**src/rtl/ultrasonic_pkg.sv**
```systemverilog
// ultrasonic_pkg: shared state encoding and constants for the ultrasonic scan scheduler
package ultrasonic_pkg;
  typedef enum logic [2:0] {
    IDLE,
    TRIG,
    WAIT_RISE,
    WAIT_FALL,
    CALC,
    REPORT,
    REPORT_TO,
    GAP
  } state_t;
  localparam int US_PER_CM = 58;
  localparam logic [15:0] DIST_TIMEOUT_CODE = 16'hFFFF;
endpackage

```
**src/rtl/ultrasonic_scan_scheduler_usec_tick.sv**
```systemverilog
// usec_tick: free-running prescaler producing a one-clock tick every microsecond
module usec_tick #(
  parameter int CLK_HZ = 100_000_000
) (
  input  logic clk,
  input  logic reset_p,
  output logic tick
);
  localparam int DIV = (CLK_HZ >= 2_000_000) ? CLK_HZ / 1_000_000 : 1;
  localparam int W = (DIV > 1) ? $clog2(DIV) : 1;
  logic [W-1:0] cnt;
  // count 0..DIV-1, wrapping on the tick
  always_ff @(posedge clk) cnt <= (reset_p || tick) ? '0 : cnt + 1'b1;
  assign tick = cnt == W'(DIV - 1);
endmodule

```
**src/rtl/ultrasonic_scan_scheduler.sv**
```systemverilog
// ultrasonic_scan_scheduler: round-robin HC-SR04 scheduler sharing one timing/divide datapath; define ULTRASONIC_SCAN_AVG_EN for per-channel two-sample averaging
module ultrasonic_scan_scheduler
  import ultrasonic_pkg::*;
#(
  parameter int N_SENSORS  = 4,
  parameter int CLK_HZ     = 100_000_000,
  parameter int TRIG_US    = 10,
  parameter int TIMEOUT_US = 23_201,
  parameter int GAP_US     = 60_000,
  localparam int CW = (N_SENSORS > 1) ? $clog2(N_SENSORS) : 1
) (
  input  logic                 clk,
  input  logic                 reset_p,
  input  logic                 enable,
  input  logic [N_SENSORS-1:0] channel_mask,
  input  logic [N_SENSORS-1:0] echo,
  output logic [N_SENSORS-1:0] trigger,
  output logic                 busy,
  output logic [CW-1:0]        cur_ch,
  output logic                 dist_valid,
  output logic [CW-1:0]        dist_ch,
  output logic [15:0]          dist_cm,
  output logic                 dist_timeout
);
  localparam int TW = $clog2(TRIG_US + 1);
  localparam int UW = $clog2(TIMEOUT_US + 1);
  localparam int GW = $clog2(GAP_US + 1);
  state_t state;
  logic tick;
  logic [N_SENSORS-1:0] s1, s2, s3;
  logic rise, fall, timed_out, found;
  logic [CW-1:0] next_ch, idx;
  logic [TW-1:0] tcnt;
  logic [UW-1:0] us_cnt;
  logic [GW-1:0] gcnt;
  logic [15:0] width, rem, q, res_cm;
`ifdef ULTRASONIC_SCAN_AVG_EN
  logic [15:0] hist [N_SENSORS];
  logic [N_SENSORS-1:0] hist_ok;
  logic [15:0] avg_q;
  logic avg_step;
  assign res_cm = avg_q;
`else
  assign res_cm = q;
`endif
  usec_tick #(.CLK_HZ(CLK_HZ)) u_tick (
    .clk(clk),
    .reset_p(reset_p),
    .tick(tick)
  );
  // two-flop synchronizer plus one history stage for edge detection
  always_ff @(posedge clk) begin
    if (reset_p) begin
      s1 <= '0;
      s2 <= '0;
      s3 <= '0;
    end else begin
      s1 <= echo;
      s2 <= s1;
      s3 <= s2;
    end
  end
  assign rise = s2[cur_ch] & ~s3[cur_ch];
  assign fall = ~s2[cur_ch] & s3[cur_ch];
  assign timed_out = us_cnt >= UW'(TIMEOUT_US);
  // next masked channel strictly after cur_ch, wrapping; cur_ch itself is the last candidate
  always_comb begin
    next_ch = cur_ch;
    found = 1'b0;
    idx = '0;
    for (int i = 1; i <= N_SENSORS; i++) begin
      idx = CW'((int'(cur_ch) + i) % N_SENSORS);
      if (!found && channel_mask[idx]) begin
        next_ch = idx;
        found = 1'b1;
      end
    end
  end
  // scan FSM: trigger, echo timing, divide by 58, report, quiet gap
  always_ff @(posedge clk) begin
    if (reset_p) begin
      state <= IDLE;
      cur_ch <= CW'(N_SENSORS - 1);
      trigger <= '0;
      busy <= 1'b0;
      dist_valid <= 1'b0;
      dist_ch <= '0;
      dist_cm <= '0;
      dist_timeout <= 1'b0;
      tcnt <= '0;
      us_cnt <= '0;
      gcnt <= '0;
      width <= '0;
      rem <= '0;
      q <= '0;
`ifdef ULTRASONIC_SCAN_AVG_EN
      hist <= '{default: '0};
      hist_ok <= '0;
      avg_q <= '0;
      avg_step <= 1'b0;
`endif
    end else if (!enable) begin
      state <= IDLE;
      trigger <= '0;
      busy <= 1'b0;
      dist_valid <= 1'b0;
    end else begin
      dist_valid <= 1'b0;
      case (state)
        IDLE: if (|channel_mask) begin
          cur_ch <= next_ch;
          trigger <= N_SENSORS'(1) << next_ch;
          busy <= 1'b1;
          tcnt <= '0;
          state <= TRIG;
        end
        TRIG: if (tick) begin
          tcnt <= tcnt + 1'b1;
          if (tcnt == TW'(TRIG_US - 1)) begin
            trigger <= '0;
            us_cnt <= '0;
            state <= WAIT_RISE;
          end
        end
        WAIT_RISE: begin
          if (tick && !timed_out) us_cnt <= us_cnt + 1'b1;
          if (rise) begin
            width <= '0;
            state <= WAIT_FALL;
          end else if (timed_out) state <= REPORT_TO;
        end
        WAIT_FALL: begin
          if (tick && !timed_out) us_cnt <= us_cnt + 1'b1;
          if (tick && width != '1) width <= width + 1'b1;
          if (fall) begin
            rem <= (tick && width != '1) ? width + 1'b1 : width;
            q <= '0;
`ifdef ULTRASONIC_SCAN_AVG_EN
            avg_step <= 1'b0;
`endif
            state <= CALC;
          end else if (timed_out) state <= REPORT_TO;
        end
        CALC: if (rem >= 16'(US_PER_CM)) begin
          rem <= rem - 16'(US_PER_CM);
          q <= q + 1'b1;
        end
`ifdef ULTRASONIC_SCAN_AVG_EN
        else if (!avg_step) begin
          avg_q <= hist_ok[cur_ch] ? 16'((17'(q) + 17'(hist[cur_ch])) >> 1) : q;
          hist[cur_ch] <= q;
          hist_ok[cur_ch] <= 1'b1;
          avg_step <= 1'b1;
        end
`endif
        else state <= REPORT;
        REPORT: begin
          dist_valid <= 1'b1;
          dist_ch <= cur_ch;
          dist_cm <= res_cm;
          dist_timeout <= 1'b0;
          gcnt <= '0;
          state <= GAP;
        end
        REPORT_TO: begin
          dist_valid <= 1'b1;
          dist_ch <= cur_ch;
          dist_cm <= DIST_TIMEOUT_CODE;
          dist_timeout <= 1'b1;
          gcnt <= '0;
`ifdef ULTRASONIC_SCAN_AVG_EN
          hist_ok[cur_ch] <= 1'b0;
`endif
          state <= GAP;
        end
        GAP: if (tick) begin
          gcnt <= gcnt + 1'b1;
          if (gcnt == GW'(GAP_US - 1)) begin
            busy <= 1'b0;
            state <= IDLE;
          end
        end
        default: state <= IDLE;
      endcase
    end
  end
endmodule

```
**config.mk**
```make
export PLATFORM = sky130hd
export DESIGN_NAME = ultrasonic_scan_scheduler
export DESIGN_NICKNAME = d
export VERILOG_FILES = /design/src/rtl/ultrasonic_pkg.sv /design/src/rtl/ultrasonic_scan_scheduler_usec_tick.sv /design/src/rtl/ultrasonic_scan_scheduler.sv
export SDC_FILE = /design/constraint.sdc
export NUM_CORES = 1
export LEC_CHECK = 0
export ABC_CLOCK_PERIOD_IN_PS = 3100
export CAP_MARGIN = 40
export CORE_ASPECT_RATIO = 0.5
export CORE_UTILIZATION = 60
export DETAILED_ROUTE_END_ITERATION = 8
export GPL_ROUTABILITY_DRIVEN = 0
export GPL_TIMING_DRIVEN = 0
export PLACE_DENSITY = 0.85
export SLEW_MARGIN = 5
export SYNTH_ARGS = -nofsm -noshare
export SYNTH_HDL_FRONTEND = slang
export SYNTH_HIERARCHICAL = 1
export SYNTH_SLANG_ARGS = --single-unit
```
**constraint.sdc**
```tcl
create_clock -name clk -period 3.1 [get_ports clk]
set_input_delay 0.465 -clock clk [delete_from_list [all_inputs] [get_ports clk]]
set_output_delay 0.465 -clock clk [all_outputs]
set_load 0.05 [all_outputs]
```
==> reports/results.ini, run 1 <==
[synthesis]
synth_cells=821
yosys_warnings=6
synth_commonest_cells=dfxtp_1 (131), nor2_1 (120), nand2_1 (69)
synth_cell_type_count=85
ys_seq_area_frac=0.383
synth.top_cell.area_share=0.383
synth_edf_count=0
synth_top_cell_by_area=dfxtp_1
synthTopCellsByArea=dfxtp_1 (38%), nor2_1 (6.6%), nand2_1 (3.8%), a21oi_1 (3.7%), xor2_1 (2.9%)
syn_area_sq_um=6850
ys_seq_elements=131
synth-async-reset-ratio=0
ys.flop_type=dfxtp_1
avgSynthCellArea_sq_um=8.35
synth_nets=842
synth.most_common_cell=dfxtp_1

[grt]
grt_max_degree=17
antenna_found_initial=0
grt_pass1_vias=5808
grt_pass1_wl_microns=28400
grt.total_usage=0.302
gr-total-overflow=0

[route]
first_iter_violations=635
vias=6548
finalWirelength_microns=17500
wl_per_cell_microns=16.9
dr.pass1.iters=5
drtAntennaViolNets=0
vias_per_cell=6.33
drc=0

[min_path]
hold_path_class=reg -> reg
min_path_cells=1

[place]
numPortBuffers=37
place_inst=1003
place.detailed.hpwl_microns=12200

[clock_network]
cts_buffers=17
cts-root-buf=clkbuf_16
cts_buffer_depth=2
cts_setup_buffers=0
clock-sinks=131
cts.clk_slew.worst_paths_ps=70
cts_hold_buf=0
post_cts_resized=0
clk_latency_ps=430
htree_num_levels=4
cts_tree=built

[floorplanning]
die_w_microns=153
core.rowCount=27
die_area_sq_um=11900
core_sq_um=11000
start_util=0.620
num_io_pins=38
die_h_microns=77.6

[layout]
drive_gt1_frac=0.0989
finalNonFillerCells=1035
final_util=0.721
final_nets=898
diodes=0
syn2layout_area_growth_pct=16.2

[worst_setup_path]
cp_max_fo=8
cp-end-kind=register
worstSetupPathType=reg -> reg
critical_path_arrival_ps=3340
start_kind=register
crit_required_ps=3470
rr_worst_depth=9

[pwr]
leakage_nw=2.69
p_per_area_nw_per_um2=482
ir_drop_mv=0.350

[timing]
holdWs_ps=447
finalCritPeriodShare=0.960
fin_skew_ps=13.3
period_needed_ps=2980
finalHoldViolations=0
fmax_mhz=336
rsz0062_at_grt=false
worst_slew_pin_slew_ps=1030
setup_viol=0
slew_headroom=0.307
tns_ps=0
report.final.slew_viol_count=0

[flow_run]
cap_violations=0

[status]
outcome=finished, final reports clean

final timing paths:
| check | from | end | slack [ps] |
|---|---|---|---|
| max | u_tick/cnt[0] | gcnt[9] | 120 |
| min | s1[1] | s2[1] | 450 |
| max reg2reg | u_tick/cnt[0] | gcnt[9] | 120 |
| min reg2reg | s1[1] | s2[1] | 450 |
cell usage in the layout (no fill, tap or decap), types with 4 or more instances in the layout:
cell type	count
o211ai_1	10
clkbuf_16	17
xor2_1	23
o2111ai_1	7
a211oi_2	6
inv_6	7
o22ai_1	5
and3_1	15
nand4_1	14
nand3_1	31
nor2b_1	17
ha_1	10
a211o_1	4
o21ai_0	26
nor4_1	7
or2_2	4
a211oi_1	21
buf_6	4
inv_1	22
nor2_1	120
xnor2_1	18
nor3_1	15
a31oi_1	11
nand2_1	69
buf_2	11
dfxtp_1	131
clkbuf_1	26
a22oi_1	7
nand3b_1	5
o21a_1	5
o21ai_1	11
o31ai_1	5
nand2b_1	9
a311oi_1	13
mux2i_1	4
buf_1	4
a21oi_1	51
or3_1	13
clkdlybuf4s50_1	37
sequential cells by signal, indices dropped and copies added (netlist names):
signal,count
us_cnt,15
state,3
width,16
dist_valid,1
busy,1
s2,4
trigger,4
tcnt,4
dist_timeout,1
u_tick/cnt,7
cur_ch,2
s1,4
dist_cm,16
dist_ch,2
gcnt,16
rem,15
q,16
s3,4
critical path, cell delays in order, from the launching register on:
cell      delay, ps
dfxtp_1         400
ha_1            220
nand2b_1        100
nor2_1          550
and3b_1         350
or3_1           430
or2_1           240
buf_2           160
or3_1           310
a21oi_1         150
per-stage QoR:
stage	total power, mW	setup WS, ps	cell area [sq um]
6_report	3.84	125	7960
5_1_grt	3.93	45.4	7960
4_1_cts	3.84	190	7960
3_5_place_dp	1.94	245	7400
2_1_floorplan	1.88	743	6850
3_3_place_gp	1.94	349	7400
layer usage:
layer	vias up	track usage	routed length, microns
met5	-	0	0
li1	3095	-	-
met2	306	0.487	7980
met3	39	0.0670	1570
met1	3108	0.399	7640
met4	0	0.107	321
cells by family after synthesis:
group                    share of synthesized area
adder cells (fa/ha/maj)                     0.0183
flip-flops                                   0.383
XOR/XNOR                                    0.0524
AO/OA/AOI/OAI                                0.223
AND/OR/NAND/NOR                              0.265
multiplexers                                0.0141
buffers and inverters                       0.0453
cell type report:
type                            count  area, sq um
Buffer                             46          228
Clock inverter                     15          134
Tap cell                          145          181
Multi-Input combinational cell    622         3920
Inverter                           22         82.6
Timing Repair Buffer               37          370
Clock buffer                       17          425
Sequential cell                   131         2620
Fill cell                         817         3080
where the power goes:
group,leakage [nW],switching [mW],internal (mW)
Sequential,1.06,0.0116,1.70
Clock,0.276,0.871,1.06
Combinational,1.35,0.130,0.0704
Total,2.69,1.01,2.83
No activity file was read; power rests on OpenSTA's default activity.
==> run 2, diff against run 1 <==
--- a/config.mk
+++ b/config.mk
@@ -7,7 +7,7 @@
 export LEC_CHECK = 0
 export ABC_CLOCK_PERIOD_IN_PS = 3100
 export CAP_MARGIN = 40
-export CORE_ASPECT_RATIO = 0.5
+export CORE_ASPECT_RATIO = 1.4
 export CORE_UTILIZATION = 60
 export DETAILED_ROUTE_END_ITERATION = 8
 export GPL_ROUTABILITY_DRIVEN = 0
==> run 2 against run 1 <==
Effect of this change:
- via count grew 0.67%
- clock power grew 3%
- maximum frequency grew 8.0%
- worst setup slack gained 220 ps
- global-route usage grew 1.9 points
- non-clock buffer count is the same
- worst hold slack lost 8.2 ps
- clock skew shrank 6.0 ps
- critical path type unchanged
- critical endpoint is now us_cnt[7]
- largest power group unchanged
- highest routed layer unchanged
==> reports/results.ini, run 2 (same netlist as run 1, synthesis figures left out) <==
[clock_network]
cts-root-buf=clkbuf_16  ; unchanged
clk_latency_ps=420  ; was 430 ps
clock-sinks=131  ; unchanged
cts_setup_buffers=0  ; unchanged
cts_buffers=17  ; unchanged
post_cts_resized=0  ; unchanged
cts_buffer_depth=2  ; unchanged
htree_num_levels=4  ; unchanged
cts.clk_slew.worst_paths_ps=60  ; was 70 ps
cts_hold_buf=0  ; unchanged
cts_tree=built  ; unchanged

[worst_setup_path]
path_cells=ha_1 > nand2b_1 > nor2_2 > nand2_1 > a211oi_1 > a21oi_1 > clkbuf_1 > or3_1 > a21oi_1  ; was ha_1 > nand2b_1 > nor2_1 > and3b_1 > or3_1 > or2_1 > buf_2 > or3_1 > a21oi_1
start_kind=register  ; unchanged
crit_family=simple AND/OR/NAND/NOR gates  ; unchanged
critical_path_arrival_ps=3100  ; was 3340 ps
crit_required_ps=3450  ; was 3470 ps
crit_buf_inv=1  ; unchanged
cp-end-kind=register  ; unchanged
cp_slowest_stage_delay_ps=440  ; was 550 ps
r2r_setup_slack_ps=350  ; was 120 ps
worstSetupPathType=reg -> reg  ; unchanged
cpMostUsedCell=a21oi_1  ; was or3_1
cp_max_fo=10  ; was 8
critPathSlowestCell=a211oi_1  ; was nor2_1

[timing]
tns_ps=0  ; unchanged
fin_skew_ps=7.33  ; was 13.3 ps
worst_slew_pin_slew_ps=921  ; was 1030 ps
period_needed_ps=2750  ; was 2980 ps
finalCritPeriodShare=0.888  ; was 0.960
report.final.slew_viol_count=0  ; unchanged
fmax_mhz=363  ; was 336 MHz
finalHoldViolations=0  ; unchanged
rsz0062_at_grt=false  ; unchanged
setup_viol=0  ; unchanged
slew_headroom=0.381  ; was 0.307

[pwr]
leakage_nw=2.69  ; about the same
p_per_area_nw_per_um2=488  ; was 482 nW/um^2
ir_drop_mv=0.358  ; was 0.350 mV

[place]
place.detailed.hpwl_microns=12900  ; was 12200 microns
post_dp_cell_area_sq_um=7400  ; about the same
place_inst=999  ; was 1003
numPortBuffers=37  ; unchanged

[grt]
grt_pass1_wl_microns=30000  ; was 28400 microns
grt_max_degree=17  ; unchanged
gr-total-overflow=0  ; unchanged
grt.total_usage=0.321  ; was 0.302
grt_pass1_vias=6366  ; was 5808
antenna_found_initial=0  ; unchanged

[route]
wl_per_cell_microns=17.6  ; was 16.9 microns
vias=6592  ; was 6548
finalWirelength_microns=18100  ; was 17500 microns
first_iter_violations=721  ; was 635
drc=0  ; unchanged
drtAntennaViolNets=0  ; unchanged
vias_per_cell=6.39  ; was 6.33
dr.pass1.iters=5  ; unchanged

[floorplanning]
start_util=0.624  ; was 0.620
core.rowCount=45  ; was 27
die_w_microns=92.3  ; was 153 microns
core_sq_um=11000  ; about the same
die_area_sq_um=11900  ; about the same
die_h_microns=128  ; was 77.6 microns
num_io_pins=38  ; unchanged

[layout]
most-common-layout-cells=dfxtp_1 (131), nor2_1 (119), nand2_1 (69), a21oi_1 (51), clkdlybuf4s50_1 (37)  ; was dfxtp_1 (131), nor2_1 (120), nand2_1 (69), a21oi_1 (51), clkdlybuf4s50_1 (37)
design_area_sq_um=7990  ; was 7960 sq um
drive_gt1_frac=0.100  ; was 0.0989
layout_commonest_cell=dfxtp_1  ; unchanged
final_nets=898  ; unchanged
syn2layout_area_growth_pct=16.6  ; was 16.2%
diodes=0  ; unchanged
fillCellCount=836  ; was 817
finalNonFillerCells=1031  ; was 1035

[flow_run]
cap_violations=0  ; unchanged

[min_path]
hold_path_class=reg -> reg  ; unchanged

[status]
outcome=finished, final reports clean  ; unchanged

## run 2: cell types whose count changed in the layout (fill, tap and decap cells not counted), sizes merged
cell      previous run  this run
clkbuf              43        45
clkinvlp             1         5
bufinv               0         2
clkinv               4         6
inv                 32        22
## run 2: cell type report
| class | count | area, sq um | area share |
|---|---|---|---|
| Timing Repair Buffer | 37 | 370 | 0.0464 |
| Buffer | 46 | 228 | 0.0285 |
| Sequential cell | 131 | 2620 | 0.328 |
| Inverter | 22 | 82.6 | 0.0103 |
| Tap cell | 141 | 176 | 0.0221 |
| Clock inverter | 13 | 135 | 0.0169 |
| Multi-Input combinational cell | 622 | 3920 | 0.491 |
| Clock buffer | 19 | 453 | 0.0567 |
## run 2: worst paths after layout
| kind | to | from | depth (start not counted) |
|---|---|---|---|
| hold / removal | s2[0] | s1[0] | 1 |
| setup / recovery | us_cnt[7] | u_tick/cnt[0] | 9 |
| hold reg to reg | s2[0] | s1[0] | 1 |
| setup reg to reg | us_cnt[7] | u_tick/cnt[0] | 9 |
## run 2: power by group
group          switching [mW]  total, mW  internal [mW]
registers              0.0120       1.71           1.70
logic                   0.128      0.198         0.0703
clock network           0.767       1.99           1.22
## run 2: layer usage
layer	GRT usage	vias up	wire length (microns)
met5	0	-	0
met4	0.199	0	880
met3	0.0585	76	989
met2	0.571	286	9220
met1	0.349	3134	7020
li1	-	3096	-
## run 2: through the flow
step	power, mW	worst slack [ps]	hold slack, ps	util
after floorplan	1.88	743	414	-
after global placement	1.94	429	419	0.674
after detailed placement	1.94	310	429	0.674
after CTS	3.90	280	443	0.727
after global routing	4.01	136	463	0.728
final	3.90	347	439	0.728
==> run 3, diff against run 2 <==
--- a/config.mk
+++ b/config.mk
@@ -5,7 +5,6 @@
 export SDC_FILE = /design/constraint.sdc
 export NUM_CORES = 1
 export LEC_CHECK = 0
-export ABC_CLOCK_PERIOD_IN_PS = 3100
 export CAP_MARGIN = 40
 export CORE_ASPECT_RATIO = 1.4
 export CORE_UTILIZATION = 60
==> results of run 3 <==
No change in the layout: final DEF, timing and power equal those of run 2.
